--- src/rtl/args_counter_reader.sv ---
// Snapshot reader for the argument counter bank: captures all N counters on
// start and streams them out one word per valid/ready transfer, index 0 first.
module args_counter_reader #(
  parameter int N      = 2,
  parameter int W      = 32,
  parameter int IW     = 1,
  parameter int RD_CLR = 1
) (
  input  logic            clk,
  input  logic            rst,
  input  logic            start,
  input  logic [N*W-1:0]  counters,
  output logic            cnt_clr,
  output logic            busy,
  output logic [W-1:0]    dout,
  output logic [IW-1:0]   dout_idx,
  output logic            dout_valid,
  input  logic            dout_ready,
  output logic            dout_last,
  output logic            done,
  output logic            dbg_state
);

  // Handshake: a word moves on a rising edge where dout_valid & dout_ready;
  // while dout_valid is high and dout_ready low, dout/dout_idx/dout_last hold.
  localparam logic [0:0] IDLE = 1'b0;
  localparam logic [0:0] SEND = 1'b1;

  logic [0:0]    state_q, state_d;
  logic [IW-1:0] idx_q, idx_d;
  logic          done_q, done_d;
  logic [W-1:0]  snap_q [N];
  logic          capture;
  logic          xfer;
  logic          at_last;

  assign capture = (state_q == IDLE) && start;
  assign xfer    = (state_q == SEND) && dout_ready;
  assign at_last = (idx_q == IW'(N - 1));

  always_comb begin
    state_d = state_q;
    idx_d   = idx_q;
    done_d  = 1'b0;
    if (capture) begin
      state_d = SEND;
      idx_d   = '0;
    end else if (xfer) begin
      if (at_last) begin
        state_d = IDLE;
        idx_d   = '0;
        done_d  = 1'b1;
      end else begin
        idx_d = idx_q + 1'b1;
      end
    end
  end

  always_ff @(posedge clk or posedge rst) begin
    if (rst) begin
      state_q <= IDLE;
      idx_q   <= '0;
      done_q  <= 1'b0;
      for (int i = 0; i < N; i++) snap_q[i] <= '0;
    end else begin
      state_q <= state_d;
      idx_q   <= idx_d;
      done_q  <= done_d;
      if (capture) begin
        for (int i = 0; i < N; i++) snap_q[i] <= counters[i*W +: W];
      end
    end
  end

  // The bank clears on the capture edge itself, so no count falls in a gap.
  assign cnt_clr    = (RD_CLR != 0) && capture;
  assign busy       = (state_q == SEND);
  assign dout_valid = (state_q == SEND);
  assign dout       = (state_q == SEND) ? snap_q[idx_q] : '0;
  assign dout_idx   = idx_q;
  assign dout_last  = (state_q == SEND) && at_last;
  assign done       = done_q;
  assign dbg_state  = state_q;

endmodule

--- config.mk ---
export PLATFORM = sky130hd
export DESIGN_NAME = args_counter_reader
export DESIGN_NICKNAME = d
export VERILOG_FILES = /design/src/rtl/args_counter_reader.sv
export SDC_FILE = /design/constraint.sdc
export NUM_CORES = 1
export LEC_CHECK = 0
export ABC_AREA = 1
export BUFFER_PORTS_ARGS = -buffer_cell sky130_fd_sc_hd__buf_2
export CAP_MARGIN = 0
export CORE_ASPECT_RATIO = 1.25
export CORE_MARGIN = 1.5
export CORE_UTILIZATION = 24
export CTS_BUF_LIST = sky130_fd_sc_hd__clkbuf_2 sky130_fd_sc_hd__clkbuf_4 sky130_fd_sc_hd__clkbuf_8
export DETAILED_ROUTE_END_ITERATION = 6
export SLEW_MARGIN = 20
export SYNTH_ARGS = -nofsm -noshare
export SYNTH_HDL_FRONTEND = slang
export SYNTH_SLANG_ARGS = --single-unit
--- constraint.sdc ---
create_clock -name clk -period 4.13 [get_ports clk]
set_clock_uncertainty 0.05 [all_clocks]
set_input_delay 0.2065 -clock clk [delete_from_list [all_inputs] [get_ports clk]]
set_output_delay 0.2065 -clock clk [all_outputs]
set_load 0.005 [all_outputs]
==> impl_metrics.json <==
{
  "drc": 0,
  "powerDensity_nw_per_um2": 711,
  "clock_path_buffers": 2,
  "io_pins": 107,
  "setup_viol": 0,
  "whs_path_depth": 3,
  "layout.nets": 609,
  "fin_crit_ns": 2.60,
  "die-area_um2": 13400,
  "grt_max_degree": 67,
  "hold_start": "counters[61]",
  "outcome": "completed",
  "cp_max_fo": 66,
  "worst_pin_slew_ns": 0.680,
  "coreArea_um2": 12300,
  "track_usage_pct": 13.1,
  "ant_nets": 0,
  "numCtsBuffers": 9,
  "endpoint_kind": "output port",
  "cts-root-buf": "clkbuf_8",
  "reg2reg_to": "snap_q[8]",
  "ctsResizeCount": 0,
  "min_to": "snap_q[29]",
  "die_h_um": 129,
  "rsz0062_at_grt": "no",
  "fmax_ghz": 0.385,
  "syn_inst": 396,
  "fin_crit_sh_pct": 62.8,
  "routabilityCongestion": 0.751,
  "wl_met3_um": 318,
  "hold_viol": 0,
  "startpoint_type": "flop",
  "syn_nets": 464,
  "synthToLayoutAreaGrowth_pct": 44.3,
  "grt_pass1_wl_um": 14000,
  "hp-class": "in -> reg",
  "synth.avg_cell_area_um2": 7.71,
  "route.met2.wl_um": 4160,
  "diodes": 0,
  "met1Wirelength_um": 3810,
  "grt_antenna_before_repair": 0,
  "reg2reg_from": "busy",
  "firstDrtPassIters": 4,
  "yosysTopAreaCell": "dfrtp_1",
  "final_cells": 710,
  "std_cell_rows": 45,
  "dp_hpwl_um": 5220,
  "tritoncts": "yes",
  "post_drt_via_cell_ratio": 4.19,
  "htreeDepth": 3,
  "place_inst": 644,
  "arrival_ns": 2.34,
  "worst-setup-path-type": "reg -> out",
  "r2r_slack_ns": 1.99,
  "start_util_pct": 24.9,
  "netlist.area_leader.share_pct": 54.9,
  "synth.distinct_cells": 14,
  "synth-seq-cells": 67,
  "drt_iter0_drc": 132,
  "clock-sinks": 67,
  "peakVddDrop_mv": 0.337,
  "slew_violations": 0,
  "clk_pin_slew_ns": 0.07,
  "synthesis.area_um2": 3050,
  "power_leakage_uw": 0.00242,
  "wl_um": 8470,
  "cp.required_ns": 3.87,
  "synth.area.top_cells": "dfrtp_1 55%, nand2_1 24%, nor2_1 8.0%",
  "clock_latency_ns": 0.35,
  "wire_per_inst_um": 11.9,
  "die_x_um": 104,
  "maxCapViolCount": 0,
  "tns_ns": 0,
  "overflow": 0,
  "via_count": 2976,
  "io_buffer_count": 106,
  "reg2regPathDepth": 7,
  "highest_layer": "met4",
  "yosysWarnings": 0,
  "drive_above_1_share_pct": 24.2,
  "slew_headroom_pct": 54.7,
  "yosysSeqAreaShare_pct": 54.9,
  "grt_pass1_vias": 3119
}
sequential cells by signal (all words and copies together), names as in the netlist:
signal / count
done: 1
dout_idx: 1
busy: 1
snap_q: 64
layer usage:
metal,global-route usage (%),up-vias
met5,0,-
met4,7.43,0
met3,2.72,13
met2,22.8,77
li1,-,1489
met1,15.1,1397
cell usage in the layout (no fill, tap or decap), drive strengths merged:
cell	n
clkbuf	10
o21ai	33
clkinv	1
bufinv	4
nand2	195
dfrtp	67
clkinvlp	1
buf	111
a21oi	1
nor2	65
inv	7
dlygate4sd3	50
nand3	1
report_power, final:
group / switching [µW] / internal (µW)
logic: 755 / 522
registers: 149 / 959
clock network: 267 / 480
total: 1170 / 1960
cell usage after synthesis, drive strengths merged:
library cell  instances
a21oi                 1
buf                  22
clkbuf                5
dfrtp                67
inv                   7
nand2               195
nand3                 1
nor2                 65
o21ai                33
cell families after synthesis:
kind of cell | count (synthesis) | synth area share, %
AND/OR/NAND/NOR | 261 | 32.2
flip-flops | 67 | 54.9
buffers and inverters | 34 | 7.26
AO/OA/AOI/OAI | 34 | 5.58
area by class of cell:
class / instances / area [µm²]
clock buffers: 10 / 138
well taps: 164 / 205
flip-flops and latches: 67 / 1680
multi-input cells: 295 / 1150
inverters: 7 / 26.3
repair buffers: 161 / 1070
clock inverters: 6 / 136
fillers: 1329 / 7870
stage by stage:
step	utilization (%)	hold slack [ns]	power, µW	setup WS [ns]	cell area, µm²
2_1_floorplan	-	0.266	1940	2.19	3050
3_5_place_dp	29.6	0.294	2380	1.89	3630
3_3_place_gp	29.6	0.282	2360	1.93	3630
5_1_grt	35.9	0.00182	3410	1.34	4400
6_report	35.9	0.0135	3130	1.53	4400
4_1_cts	35.7	0.000115	3180	1.48	4380
critical path: stages, from the launching register on:
cell and delay, ns:
dfrtp_1 0.37, inv_2 0.04, nand2_2 0.04, buf_4 0.53, inv_2 0.45, buf_4 0.35
buf_2 0.16
what timing repair did:
item,CTS,global route
hold endpoints to repair,76,2
hold buffers,48,2
buffers inserted,0,0
worst max path at each step:
stage | depth (start not counted) | from | end | slack [ns]
4_1_cts | 6 | busy | cnt_clr | 1.48
6_report | 6 | busy | cnt_clr | 1.53
5_1_grt | 6 | busy | cnt_clr | 1.34
2_1_floorplan | 1 | rst | busy | 2.19
3_5_place_dp | 6 | busy | cnt_clr | 1.89
3_3_place_gp | 6 | busy | cnt_clr | 1.93
No activity file was read; power rests on OpenSTA's default activity.
